<file path="config.mk">
export PLATFORM = sky130hd
export DESIGN_NAME = button_event_scheduler
export DESIGN_NICKNAME = d
export VERILOG_FILES = /design/src/rtl/button_event_scheduler.sv
export SDC_FILE = /design/constraint.sdc
export NUM_CORES = 1
export LEC_CHECK = 0
export ABC_AREA = 1
export BUFFER_PORTS_ARGS = -buffer_cell sky130_fd_sc_hd__buf_4
export CAP_MARGIN = 15
export CORE_UTILIZATION = 55
export DETAILED_ROUTE_END_ITERATION = 6
export PLACE_DENSITY_LB_ADDON = 0.15
export SETUP_SLACK_MARGIN = 0.05
export SYNTH_ARGS = -nofsm -noshare
export SYNTH_HDL_FRONTEND = slang
export SYNTH_SLANG_ARGS = --single-unit
export TNS_END_PERCENT = 50
</file>
<file path="constraint.sdc">
create_clock -name clock -period 1.72 [get_ports clock]
set_input_delay 0.344 -clock clock [delete_from_list [all_inputs] [get_ports clock]]
set_output_delay 0.344 -clock clock [all_outputs]
set_load 0.01 [all_outputs]
</file>
<file path="src/rtl/button_event_scheduler.sv">
// Serialises debounced button rises into one press event per clock, lowest index
// first, with hold-to-repeat on the most recently granted button.
module button_event_scheduler #(
    parameter int BUTTONS       = 4,
    parameter int HOLD_CYCLES   = 8,
    parameter int REPEAT_CYCLES = 3,
    parameter int REPEAT_ENABLE = 1
) (
    input  logic                       clock,
    input  logic                       reset,
    input  logic [BUTTONS-1:0]         buttons,
    output logic                       event_pulse,
    output logic [$clog2(BUTTONS)-1:0] eventIndex,
    output logic                       eventRepeat,
    output logic                       held
);

    localparam int IDX_W   = $clog2(BUTTONS);
    localparam int MAX_CYC = (HOLD_CYCLES > REPEAT_CYCLES) ? HOLD_CYCLES : REPEAT_CYCLES;
    localparam int CNT_W   = (MAX_CYC > 1) ? $clog2(MAX_CYC) : 1;

    typedef enum logic [1:0] {
        ST_IDLE   = 2'd0,
        ST_DELAY  = 2'd1,
        ST_REPEAT = 2'd2
    } state_t;

    state_t             state_r;
    logic [BUTTONS-1:0] prev_r;
    logic [BUTTONS-1:0] pend_r;
    logic [IDX_W-1:0]   active_r;
    logic [CNT_W-1:0]   cnt_r;
    logic               event_r;
    logic [IDX_W-1:0]   event_index_r;
    logic               event_repeat_r;
    logic               held_r;

    logic [BUTTONS-1:0] rise_s;
    logic [BUTTONS-1:0] req_s;
    logic [BUTTONS-1:0] grant_onehot_s;
    logic               grant_valid_s;
    logic [IDX_W-1:0]   grant_idx_s;
    logic               grant_held_s;

    // Rise detection and lowest-index arbitration over queued and fresh presses
    always_comb begin
        rise_s         = buttons & ~prev_r;
        req_s          = pend_r | rise_s;
        grant_valid_s  = |req_s;
        grant_onehot_s = req_s & (~req_s + {{(BUTTONS-1){1'b0}}, 1'b1});
        grant_idx_s    = {IDX_W{1'b0}};
        for (int i = 0; i < BUTTONS; i++) begin
            grant_idx_s = grant_idx_s | (grant_onehot_s[i] ? IDX_W'(i) : {IDX_W{1'b0}});
        end
        // A queued tap that is already released is reported but never enters the hold states
        grant_held_s = (REPEAT_ENABLE != 0) && buttons[grant_idx_s];
    end

    // Previous levels and the pending-press queue
    always_ff @(posedge clock or posedge reset) begin
        if (reset) begin
            prev_r <= {BUTTONS{1'b0}};
            pend_r <= {BUTTONS{1'b0}};
        end else begin
            prev_r <= buttons;
            pend_r <= req_s & ~grant_onehot_s;
        end
    end

    // Press/repeat FSM with registered event outputs
    always_ff @(posedge clock or posedge reset) begin
        if (reset) begin
            state_r        <= ST_IDLE;
            active_r       <= {IDX_W{1'b0}};
            cnt_r          <= {CNT_W{1'b0}};
            event_r        <= 1'b0;
            event_index_r  <= {IDX_W{1'b0}};
            event_repeat_r <= 1'b0;
            held_r         <= 1'b0;
        end else begin
            event_r        <= 1'b0;
            event_repeat_r <= 1'b0;
            if (grant_valid_s) begin
                event_r       <= 1'b1;
                event_index_r <= grant_idx_s;
                active_r      <= grant_idx_s;
                cnt_r         <= CNT_W'(HOLD_CYCLES - 1);
                state_r       <= grant_held_s ? ST_DELAY : ST_IDLE;
                held_r        <= grant_held_s;
            end else begin
                case (state_r)
                    ST_DELAY, ST_REPEAT: begin
                        if (!buttons[active_r]) begin
                            state_r <= ST_IDLE;
                            held_r  <= 1'b0;
                        end else if (cnt_r == {CNT_W{1'b0}}) begin
                            event_r        <= 1'b1;
                            event_repeat_r <= 1'b1;
                            event_index_r  <= active_r;
                            cnt_r          <= CNT_W'(REPEAT_CYCLES - 1);
                            state_r        <= ST_REPEAT;
                            held_r         <= 1'b1;
                        end else begin
                            cnt_r  <= cnt_r - {{(CNT_W-1){1'b0}}, 1'b1};
                            held_r <= 1'b1;
                        end
                    end
                    default: begin
                        state_r <= ST_IDLE;
                        held_r  <= 1'b0;
                    end
                endcase
            end
        end
    end

    assign event_pulse = event_r;
    assign eventIndex  = event_index_r;
    assign eventRepeat = event_repeat_r;
    assign held        = held_r;

endmodule

</file>
* After elaboration in Yosys (flattened, before gate mapping) *
Index checks and enable logic that the tools add are counted.
W data, S select, Z words.

cells by class
  $add $sub $neg = 2
  multipliers = 0
  div/mod/pow operators = 0
  magnitude comparators = 2
  equality and inequality tests = 3
  shift-type cells = 0
  mux-type cells = 28
  bitwise operators = 9
  reduce and logical (&&, ||, !) cells = 8

operator list
  kind                   number
  $mux W2                10
  $and A4 B4 Y4          3
  $mux W1                12
  $mux W3                4
  $not A4 Y4             3
  $lt A2 B3 Y1 const B   2
  $reduce_bool A2 Y1     3
  $add A4 B1 Y4 const B  1
  $bmux W1 S2            2
  $ne A4 B4 Y1 const B   1
  $or A4 B4 Y4           1
  $reduce_or A4 Y1       1
  $logic_not A3 Y1       1
  $reduce_and A3 Y1      1
  $sub A3 B1 Y3 const B  1
  $eq A2 B1 Y1 const B   1
  $eq A2 B2 Y1 const B   1
  $or A1 B2 Y2           1
  $or A2 B2 Y2           1
  $reduce_and A2 Y1      1
  $reduce_or A2 Y1       1

storage, ports and cells
  flip-flop bits (word level) = 20
  bits in latches = 0
  memory bits (writable) = 0
  memory bits (read-only) = 0
  bits of input ports = 6
  output and inout bits = 5
  word-level logic and storage cells = 61
  memories kept = 0

* Longest topological paths before layout *
Gate-level depths: netlist of run 1.

  depth after elaboration = 13
  depth in mapped cells = 11
  gate-level depth less buffers = 11

* Worst setup path after synthesis of run 1 *
No wires, ideal clock.

  kind = register to register
  start = register cnt_r[0]
  end = register event_index_r[0], in the netlist eventIndex[0]
  library setup time = 116 ps
  data arrival time = 1102 ps
  slack = 502 ps
  stages on the path, launching flop included = 8
  buffers on the path = 0
  clock period less this slack = 1218 ps
  path through = dfrtp_1 -> inv_1 -> ha_1 -> ha_1 -> o21ai_4 -> inv_2 -> nand2_1 -> nand2_1

between the ends
  word-level cells in the longest chain between the ends = 3

RTL lines
  item                          line  RTL
  start: declaration            32    logic [CNT_W-1:0] cnt_r;
  start signal: assignment      75    cnt_r <= {CNT_W{1'b0}};
  start signal: assignment      87    cnt_r <= CNT_W'(HOLD_CYCLES - 1);
  start signal: assignment      100   cnt_r <= CNT_W'(REPEAT_CYCLES - 1);
  $logic_not A3 Y1              96    end else if (cnt_r == {CNT_W{1'b0}}) begin
  $reduce_bool A2 Y1 (no line)  n/a
  $reduce_and A3 Y1 (no line)   n/a
  end signal: assignment        77    event_index_r <= {IDX_W{1'b0}};
  end signal: assignment        85    event_index_r <= grant_idx_s;
  end signal: assignment        99    event_index_r <= active_r;
  end: declaration              34    logic [IDX_W-1:0] event_index_r;

No other way between the ends.
A chain may end at the register's enable or synchronous reset.

* Worst setup path after layout of run 1 *
  start = register cnt_r[0]
  end = register cnt_r[0]

between the ends
  word-level cells in the longest chain between the ends = 5

RTL lines
  item                                                      line     RTL
  $sub A3 B1 Y3 / $logic_not A3 Y1 (equally long branches)  104, 96
  $mux W3 *                                                 96
  $mux W3 *                                                 93       if (!buttons[active_r]) begin
  $mux W3 *                                                 91       case (state_r)
  $mux W3 *                                                 83       if (grant_valid_s) begin

Mark *: on every way between the ends. The rest lies on a longest branch, timed or not. The select of a mux whose other input is x is not followed.

==> impl_metrics.env, run 1 <==
export IMPL_wl_met1_um=659
export IMPL_root_buffer="clkbuf_4"
export IMPL_postLayoutCoreUtil=0.6806
export IMPL_h_tree_depth=1
export IMPL_syn_avg_cell_area_um2=9.146
export IMPL_crit_path_max_incr_delay_ns=0.38
export IMPL_critPathMaxFanout=3
export IMPL_synth_warnings=0
export IMPL_syn_inst=100
export IMPL_routabilityCongestion=0.8099
export IMPL_post_cts_buffers=0
export IMPL_grt_usage=0.1935
export IMPL_power_leakage_uw=0.0005730
export IMPL_critPathBufInv=2
export IMPL_dieArea_um2=1830
export IMPL_dr_wl_met3_um=52
export IMPL_fin_nets=124
export IMPL_fin_crit_sh=0.7574
export IMPL_hold_viol=0
export IMPL_drtIter0Drc=7
export IMPL_final_common_cell="nand2_1"
export IMPL_crit_required_ns=1.91
export IMPL_cap_violations=0
export IMPL_cts_hold_buf=0
export IMPL_num_vias=660
export IMPL_clock_latency_ns=0.30
export IMPL_finalMaxSlewViolations=0
export IMPL_ant_nets=0
export IMPL_ys_flop_type="dfrtp_1"
export IMPL_drt_total_wl_mm=1.414
export IMPL_finalClockSkew_ns=0.01131
export IMPL_period_needed_ns=1.303
export IMPL_relSlewSlack=0.5374
export IMPL_drc=0
export IMPL_worstSetupPathType="flop to flop"
export IMPL_ys_seq_area_frac=0.5198
export IMPL_vias_per_cell=5.077
export IMPL_synth_edf_count=0
export IMPL_max_slew_worst_pin_slew_ns=0.6931
export IMPL_hold_path_class="primary input to asynchronous set/reset pin"
export IMPL_rows=14
export IMPL_synth_top_area_frac=0.5198
export IMPL_cp_start_kind="flop"
export IMPL_outcome="finished clean"
export IMPL_path_clk_slew_ns=0.11
export IMPL_ctsResizeCount=0
export IMPL_whs_ns=0.1437
export IMPL_path_cells="inv_1, ha_1, ha_1, inv_1, a21oi_1, nor2_1"
export IMPL_netlist_area_um2=914.6
export IMPL_synth_area_leaders="dfrtp_1, nand2_1, inv_1"
export IMPL_fp_coreArea_um2=1524
export IMPL_ys_types=23
export IMPL_wl_met2_um=680
export IMPL_highest_layer="met4"
export IMPL_num_antenna_cells=0
export IMPL_dpl_hpwl_mm=1.117
export IMPL_clock_path_buffers=2
export IMPL_initial_core_util=0.6002
export IMPL_ys_ff_latch=19
export IMPL_die_h_um=42.78
export IMPL_grt_pass1_vias=629
export IMPL_dr_pass1_iters=4
export IMPL_power_density_nw_per_um2=951.8
export IMPL_syn_nets=109
export IMPL_ys_async_sr_fraction=1.000
export IMPL_grt_max_degree=20
export IMPL_fp_dieW_um=42.78
export IMPL_port_buffers=10
export IMPL_cts_made_buffers=3
export IMPL_cp_end_kind="flop"
export IMPL_vdd_drop_max_v=0.0005150
export IMPL_yosysTopAreaCell="dfrtp_1"
export IMPL_grt_overflow_total=0
export IMPL_cts_tree="done"
export IMPL_fmax_mhz=767.6
export IMPL_areaGrowthSynthToFinish_pct=13.41
export IMPL_reg2reg_slack_ns=0.42
export IMPL_io_pins=11
export IMPL_wl_per_cell_um=10.88
export IMPL_grt_pass1_wl_mm=2.628
export IMPL_final_layout_size_suffix_gt1_frac=0.2632
export IMPL_slowest_stage="dfrtp_1"
export IMPL_clock_sinks=19
export IMPL_cpLargestDelayFamily="adder cells"
export IMPL_antenna_found_initial=0
export IMPL_rsz0062_at_grt="no"
export IMPL_setup_tns_ns=0
export IMPL_mostFrequentLayoutCells="nand2_1, dfrtp_1, inv_1, buf_4, nor2_1"
export IMPL_arrival_ns=1.49
export IMPL_finalSetupViolations=0
==> cells in the mapped netlist (2+ instances only) <==
| cell | instances |
|---|---|
| nand2_1 | 20 |
| ha_1 | 3 |
| inv_1 | 15 |
| nand3_1 | 6 |
| nand2_4 | 2 |
| o21ai_1 | 3 |
| clkinv_1 | 2 |
| inv_2 | 6 |
| nor2_1 | 8 |
| dfrtp_1 | 19 |
| a21oi_1 | 4 |
==> sequential cells by signal, indices dropped and copies added (netlist names) <==
name / count
cnt_r: 3
active_r: 2
state_r: 2
held: 1
event_pulse: 1
prev_r: 4
eventRepeat: 1
pend_r: 3
eventIndex: 2
==> final timing paths <==
kind	to	start	depth (start not counted)
setup reg to reg	cnt_r[0]	cnt_r[0]	6
max in group asynchronous	state_r[0]	reset	2
min in group clock	prev_r[0]	buttons[0]	1
hold reg to reg	eventIndex[0]	eventIndex[0]	2
setup / recovery	cnt_r[0]	cnt_r[0]	6
hold / removal	active_r[0]	reset	2
==> power breakdown <==
part	total [uW]	internal (uW)	switching (uW)
Clock	220	86.5	133
Sequential	528	498	29.3
Combinational	239	94.8	145
Total	987	680	307
==> stage by stage <==
step                power (uW)  instances  area (um2)  setup WS, ns
global placement         771.9        126        1010        0.3486
global route              1051        130        1037        0.2946
finish                   987.2        130        1037        0.4173
floorplan                696.7        100       914.6        0.5018
detailed placement       777.7        126        1010        0.3019
CTS                       1001        130        1037        0.4066
==> routing by layer <==
metal  vias up  GRT usage
met4         0    0.07500
li1        333          -
met1       307     0.2528
met2        15     0.3152
met5         -          0
met3         5    0.03830
==> cell type report <==
class	instances	area [um2]
Timing Repair Buffer	10	75.07
Sequential cell	19	475.5
Inverter	23	86.33
Clock buffer	3	22.52
Tap cell	16	20.02
Clock inverter	1	5.005
Fill cell	130	486.7
Multi-Input combinational cell	58	352.8
==> logic make-up (layout without fill, tap and decap cells) <==
kind of cell    after synthesis  in the layout  share of synthesized area
compound gates               12             12                    0.09713
xor+xnor                      1              1                   0.009578
fa+ha+maj                     3              3                    0.04104
buf+inv                      23             37                    0.09439
flops                        19             19                     0.5198
simple gates                 42             42                     0.2380
==> worst register-to-register path, stage by stage, from the launching register on <==
cell and delay [ns]:
dfrtp_1 0.38, inv_1 0.08, ha_1 0.16, ha_1 0.26
inv_1 0.10, a21oi_1 0.16, nor2_1 0.05
(Power assumes the default switching activity.)
==> run 2: changes to the inputs <==
--- a/config.mk
+++ b/config.mk
@@ -5,10 +5,10 @@
 export SDC_FILE = /design/constraint.sdc
 export NUM_CORES = 1
 export LEC_CHECK = 0
-export ABC_AREA = 1
+export ABC_AREA = 0
 export BUFFER_PORTS_ARGS = -buffer_cell sky130_fd_sc_hd__buf_4
 export CAP_MARGIN = 15
-export CORE_UTILIZATION = 55
+export CORE_UTILIZATION = 49
 export DETAILED_ROUTE_END_ITERATION = 6
 export PLACE_DENSITY_LB_ADDON = 0.15
 export SETUP_SLACK_MARGIN = 0.05
==> constraint.sdc (replaced) <==
create_clock -name clock -period 1.1 [get_ports clock]
set_input_delay 0.22 -clock clock [delete_from_list [all_inputs] [get_ports clock]]
set_output_delay 0.22 -clock clock [all_outputs]
set_load 0.01 [all_outputs]
==> run 2 against run 1 <==
  * The flow now finishes with violations (setup timing)
  * Synthesized area down 2.6%
  * First-iteration DRC count down 29%
  * Sequential power up 52%
  * Power up 65%
  * Non-clock buffer count up 24
  * Worst hold slack worse by 0.10 ns
  * Critical endpoint is now eventIndex[0]
  * Largest power group unchanged
==> impl_metrics.env, run 2 <==
export IMPL_clock_path_buffers=2
export IMPL_finalSetupViolations=13
export IMPL_slowest_stage="mux4_2"
export IMPL_die_h_um=44.64
export IMPL_failed_checks="setup timing"
export IMPL_top_register="prev_r"
export IMPL_path_clk_slew_ns=0.10
export IMPL_dr_pass1_iters=3
export IMPL_hold_viol=0
export IMPL_clock_sinks=19
export IMPL_seq_area_um2=475.5
export IMPL_cp_end_kind="flop"
export IMPL_cap_violations=0
export IMPL_power_density_nw_per_um2=1281
export IMPL_syn_inst=77
export IMPL_ant_nets=0
export IMPL_crit_required_ns=1.29
export IMPL_multiInputGateArea_um2=419.2
export IMPL_synth_edf_count=0
export IMPL_finalClockSkew_ns=0.004015
export IMPL_r2r_start="active_r[1]"
export IMPL_areaGrowthSynthToFinish_pct=42.56
export IMPL_io_pins=11
export IMPL_cp_start_kind="flop"
export IMPL_drt_total_wl_mm=1.895
export IMPL_synth_top_area_frac=0.5337
export IMPL_yosysMostFrequentCell="dfrtp_1"
export IMPL_largest_register_ffs=4
export IMPL_layout_setup_ws_ns=-0.4573
export IMPL_outcome="complete, but fails checks"
export IMPL_num_vias=708
export IMPL_grt_max_degree=20
export IMPL_ys_types=26
export IMPL_final_area_um2=1270
export IMPL_drtIter0Drc=5
export IMPL_fp_dieW_um=44.64
export IMPL_port_buffers=10
export IMPL_num_antenna_cells=0
export IMPL_synth_warnings=0
export IMPL_max_slew_worst_pin_slew_ns=0.3113
export IMPL_power_leakage_uw=0.0006153
export IMPL_largestRegisters="prev_r: 4 flops, cnt_r: 3 flops, pend_r: 3 flops"
export IMPL_wl_per_cell_um=13.54
export IMPL_fin_crit_sh=1.416
export IMPL_cp_depth=4
export IMPL_critPathLaunch="active_r[1]"
export IMPL_fin_nets=125
export IMPL_cpLargestDelayFamily="multiplexers"
export IMPL_period_needed_ns=1.557
export IMPL_finalMaxSlewViolations=0
export IMPL_h_tree_depth=1
export IMPL_worstSetupPathType="flop to flop"
export IMPL_path_cells="mux4_2, nand2_4, o211ai_4, mux2_4"
export IMPL_cts_made_buffers=3
export IMPL_synth_area_leaders="dfrtp_1, ha_1, inv_1"
export IMPL_grt_overflow_total=0
export IMPL_worstHoldStart="buttons[0]"
export IMPL_routabilityCongestion=0.7769
export IMPL_drc=0
export IMPL_antenna_found_initial=0
export IMPL_dpl_hpwl_mm=1.401
export IMPL_rows=15
export IMPL_relSlewSlack=0.7918
export IMPL_grt_pass1_vias=753
export IMPL_grt_pass1_wl_mm=3.146
export IMPL_hold_path_class="primary input to flop"
export IMPL_place_area_um2=1155
export IMPL_cts_tree="done"
export IMPL_final_layout_size_suffix_gt1_frac=0.4957
export IMPL_min_path_cells=1
export IMPL_nFillCells=128
export IMPL_ys_ff_latch=19
export IMPL_yosysTopAreaCell="dfrtp_1"
export IMPL_ys_seq_area_frac=0.5337
export IMPL_critPathBufInv=0
export IMPL_vias_per_cell=5.057
export IMPL_rsz0062_at_grt="yes"
export IMPL_synth_common_cells="dfrtp_1, inv_1, a21oi_1, nor2_1, nand2b_1"
export IMPL_ys_async_sr_fraction=1.000
export IMPL_netlist_area_um2=890.9
export IMPL_ys_flop_type="dfrtp_1"
export IMPL_critPathMaxFanout=2
export IMPL_grt_usage=0.2300
export IMPL_arrival_ns=1.75
export IMPL_reg2reg_depth=4
export IMPL_layout_cells_non_filler=140
export IMPL_root_buffer="clkbuf_4"
export IMPL_final_common_cell="buf_4"
export IMPL_clock_latency_ns=0.30
export IMPL_mostFrequentLayoutCells="buf_4, dfrtp_1, inv_1, buf_6"
export IMPL_initial_core_util=0.5216
export IMPL_fmax_mhz=642.1
export IMPL_vdd_drop_max_v=0.0009614
export IMPL_syn_avg_cell_area_um2=11.57
export IMPL_fp_coreArea_um2=1708
export IMPL_dieArea_um2=1993
export IMPL_placed_cells=133
export IMPL_syn_nets=86
export IMPL_crit_path_max_incr_delay_ns=0.57
run 2: layout make-up:
type / instances / share of cell area
Sequential cell: 19 / 0.3744
Tap cell: 25 / 0.02463
Clock buffer: 4 / 0.02069
Inverter: 10 / 0.02956
Multi-Input combinational cell: 48 / 0.3300
Timing Repair Buffer: 34 / 0.2207
run 2: worst paths after layout:
| kind | to | slack (ns) |
|---|---|---|
| worst min register to register | cnt_r[0] | 0.51 |
| min in group asynchronous | cnt_r[0] | 0.50 |
| worst max register to register | eventIndex[0] | -0.46 |
| worst min-delay path | prev_r[0] | 0.04 |
| max in group asynchronous | pend_r[1] | 0.40 |
| worst max-delay path | eventIndex[0] | -0.46 |
run 2: kinds of logic after synthesis:
group	synth area share
multiplexers	0.05477
XOR/XNOR	0.009833
flip-flops	0.5337
buffers and inverters	0.04214
AND/OR/NAND/NOR	0.1770
AO/OA/AOI/OAI	0.1405
adder cells (fa/ha/maj)	0.04214
run 2: power breakdown:
group / switching (uW) / total, uW / internal [uW]
combinational: 213 / 473 / 260
sequential: 47.5 / 804 / 757
clock: 208 / 349 / 141
total: 469 / 1630 / 1160
run 2: through the flow:
step / TNS, ns / setup WS (ns) / utilization / hold WS, ns / total power, uW
2_1_floorplan: -1.944 / -0.4343 / - / 0.1711 / 1011
3_5_place_dp: -4.025 / -0.4229 / 0.6762 / 0.2680 / 1214
3_3_place_gp: -3.551 / -0.3804 / 0.6762 / 0.2544 / 1198
5_1_grt: -4.752 / -0.4918 / 0.7436 / 0.03074 / 1711
4_1_cts: -4.074 / -0.4417 / 0.7231 / 0.03517 / 1606
6_report: -4.133 / -0.4573 / 0.7436 / 0.03990 / 1627
run 2: metal layers:
layer / wire length [um] / track usage / up-vias / share of wire
li1: - / - / 343 / -
met1: 810 / 0.2888 / 354 / 0.43
met2: 1007 / 0.3735 / 7 / 0.53
met3: 35 / 0.03673 / 4 / 0.018
met4: 42 / 0.1394 / 0 / 0.022
met5: 0 / 0 / - / 0
run 2: repair_timing:
| action | 4_1_cts | 5_1_grt |
|---|---|---|
| hold buffers | 1 | 0 |
| setup endpoints to repair | 16 | 19 |
| endpoints found under the hold margin | 19 | 0 |
| buffers inserted | 1 | 1 |
| gates resized for setup | 11 | 10 |
| pin swaps | 3 | 3 |
==> run 3: changes to the inputs <==
--- a/config.mk
+++ b/config.mk
@@ -8,9 +8,9 @@
 export ABC_AREA = 0
 export BUFFER_PORTS_ARGS = -buffer_cell sky130_fd_sc_hd__buf_4
 export CAP_MARGIN = 15
-export CORE_UTILIZATION = 49
+export CORE_UTILIZATION = 54
 export DETAILED_ROUTE_END_ITERATION = 6
-export PLACE_DENSITY_LB_ADDON = 0.15
+export PLACE_DENSITY = 0.75
 export SETUP_SLACK_MARGIN = 0.05
 export SYNTH_ARGS = -nofsm -noshare
 export SYNTH_HDL_FRONTEND = slang
==> constraint.sdc (replaced) <==
create_clock -name clock -period 1.76 [get_ports clock]
set_input_delay 0.352 -clock clock [delete_from_list [all_inputs] [get_ports clock]]
set_output_delay 0.352 -clock clock [all_outputs]
set_load 0.01 [all_outputs]
==> run 3 against run 2 <==
  * The run now ends clean
  * Sequential power shrank 38%
  * Routed wire length fell by 19%
  * Utilization fell by 7.4 points
  * Combinational power down 60%
  * Flip-flop and latch count is the same
  * Setup slack improved by 0.59 ns
  * Clock power decreased by 38%
  * First-iteration DRC count grew to 5.2 times the previous value
  * Power down 44%
  * Via count is 12% lower
==> impl_metrics.env, run 3 (synthesis results as in run 2) <==
export IMPL_cts_tree="done"
export IMPL_cap_violations=0
export IMPL_multiInputGateArea_um2=377.9
export IMPL_final_layout_size_suffix_gt1_frac=0.2609
export IMPL_crit_path_max_incr_delay_ns=0.58
export IMPL_max_slew_worst_pin_slew_ns=0.6961
export IMPL_grt_pass1_vias=621
export IMPL_worstSetupPathType="flop to flop"
export IMPL_vias_per_cell=5.750
export IMPL_fin_crit_sh=0.9270
export IMPL_outcome="finished clean"
export IMPL_cp_start_kind="flop"
export IMPL_slowest_stage="mux4_2"
export IMPL_setup_tns_ns=0
export IMPL_clock_sinks=19
export IMPL_grt_overflow_total=0
export IMPL_power_leakage_uw=0.0004978
export IMPL_io_pins=11
export IMPL_pre_cts_ws_ns=0.08086
export IMPL_cts_hold_buf=0
export IMPL_hold_path_class="primary input to asynchronous set/reset pin"
export IMPL_antenna_found_initial=0
export IMPL_ant_nets=0
export IMPL_drtIter0Drc=26
export IMPL_fp_dieW_um=42.62
export IMPL_path_cells="mux4_2, nand2_4, o211ai_4, mux2_4"
export IMPL_rsz0062_at_grt="no"
export IMPL_finalSetupViolations=0
export IMPL_cp_end_kind="flop"
export IMPL_fin_nets=102
export IMPL_seq_area_um2=475.5
export IMPL_finalMaxSlewViolations=0
export IMPL_relSlewSlack=0.5354
export IMPL_drc=0
export IMPL_wl_per_cell_um=14.16
export IMPL_largestRegisters="prev_r: 4 flops, cnt_r: 3 flops, pend_r: 3 flops"
export IMPL_dpl_hpwl_mm=1.163
export IMPL_critPathBufInv=0
export IMPL_num_vias=621
export IMPL_initial_core_util=0.5846
export IMPL_areaGrowthSynthToFinish_pct=14.61
export IMPL_dr_pass1_iters=4
export IMPL_hold_viol=0
export IMPL_routabilityCongestion=0.8135
export IMPL_h_tree_depth=1
export IMPL_largest_register_ffs=4
export IMPL_finalClockSkew_ns=0.002042
export IMPL_arrival_ns=1.82
export IMPL_fp_coreArea_um2=1524
export IMPL_nFillCells=118
export IMPL_layout_setup_ws_ns=0.1286
export IMPL_cpLargestDelayFamily="multiplexers"
export IMPL_rows=14
export IMPL_crit_required_ns=1.95
export IMPL_mostFrequentLayoutCells="dfrtp_1, buf_4, inv_1, a21oi_1, nor2_1"
export IMPL_port_buffers=10
export IMPL_grt_pass1_wl_mm=2.670
export IMPL_final_area_um2=1021
export IMPL_clock_path_buffers=2
export IMPL_dieArea_um2=1816
export IMPL_place_area_um2=993.5
export IMPL_clock_latency_ns=0.29
export IMPL_root_buffer="clkbuf_4"
export IMPL_num_antenna_cells=0
export IMPL_grt_max_degree=20
export IMPL_period_needed_ns=1.631
export IMPL_cts_made_buffers=3
export IMPL_ctsResizeCount=0
export IMPL_vdd_drop_max_v=0.0006355
export IMPL_drt_total_wl_mm=1.529
export IMPL_fmax_mhz=613.0
export IMPL_path_clk_slew_ns=0.11
export IMPL_top_register="prev_r"
export IMPL_die_h_um=42.62
export IMPL_post_cts_buffers=0
export IMPL_critPathMaxFanout=6
export IMPL_grt_usage=0.1985
export IMPL_final_common_cell="dfrtp_1"
export IMPL_power_density_nw_per_um2=889.0
[run 3: final cells by class]
cell class,instances,area share
well taps,16,0.01961
clock inverters,1,0.004902
flip-flops and latches,19,0.4657
repair buffers,11,0.08088
multi-input cells,48,0.3701
clock buffers,3,0.02206
inverters,10,0.03676
[run 3: layer usage]
layer	GRT usage	up-vias	wire length (um)
li1	-	292	-
met1	0.2764	300	677
met2	0.3138	23	712
met3	0.03017	6	106
met4	0.07500	0	33
met5	0	-	0
[run 3: power by group]
group	internal [uW]	switching (uW)	leakage (uW)
registers	473	27.7	0.000219
clock network	84.6	133	0.0000177
logic	90.5	99.1	0.000261
total	648	260	0.000498
[run 3: worst register-to-register path: cells and delay by family (launching register included)]
family | cells | cell delay (ns)
AO/OA/AOI/OAI | 1 | 0.09
flip-flops | 1 | 0.41
multiplexers | 2 | 0.90
AND/OR/NAND/NOR | 1 | 0.14
[run 3: path summary, 6_finish.rpt]
path                             start       endpoint  slack (ns)  cells after the start
max                        active_r[1]  eventIndex[0]        0.13                      4
min                              reset      prev_r[2]        0.16                      2
max reg2reg                active_r[1]  eventIndex[0]        0.13                      4
min reg2reg                   cnt_r[0]       cnt_r[0]        0.52                      2
max in group asynchronous        reset       cnt_r[2]        1.16                      2
min in group clock          buttons[0]      prev_r[0]        0.18                      1
[run 3: through the flow]
stage / std cells / utilization / hold WS [ns] / power (uW)
after detailed placement: 104 / 0.6519 / 0.4843 / 698.6
final: 108 / 0.6700 / 0.1573 / 907.7
after floorplan: 77 / - / 0.3031 / 632.3
after CTS: 108 / 0.6700 / 0.1747 / 915.5
after global routing: 108 / 0.6700 / 0.1719 / 948.1
after global placement: 104 / 0.6519 / 0.4824 / 691.8
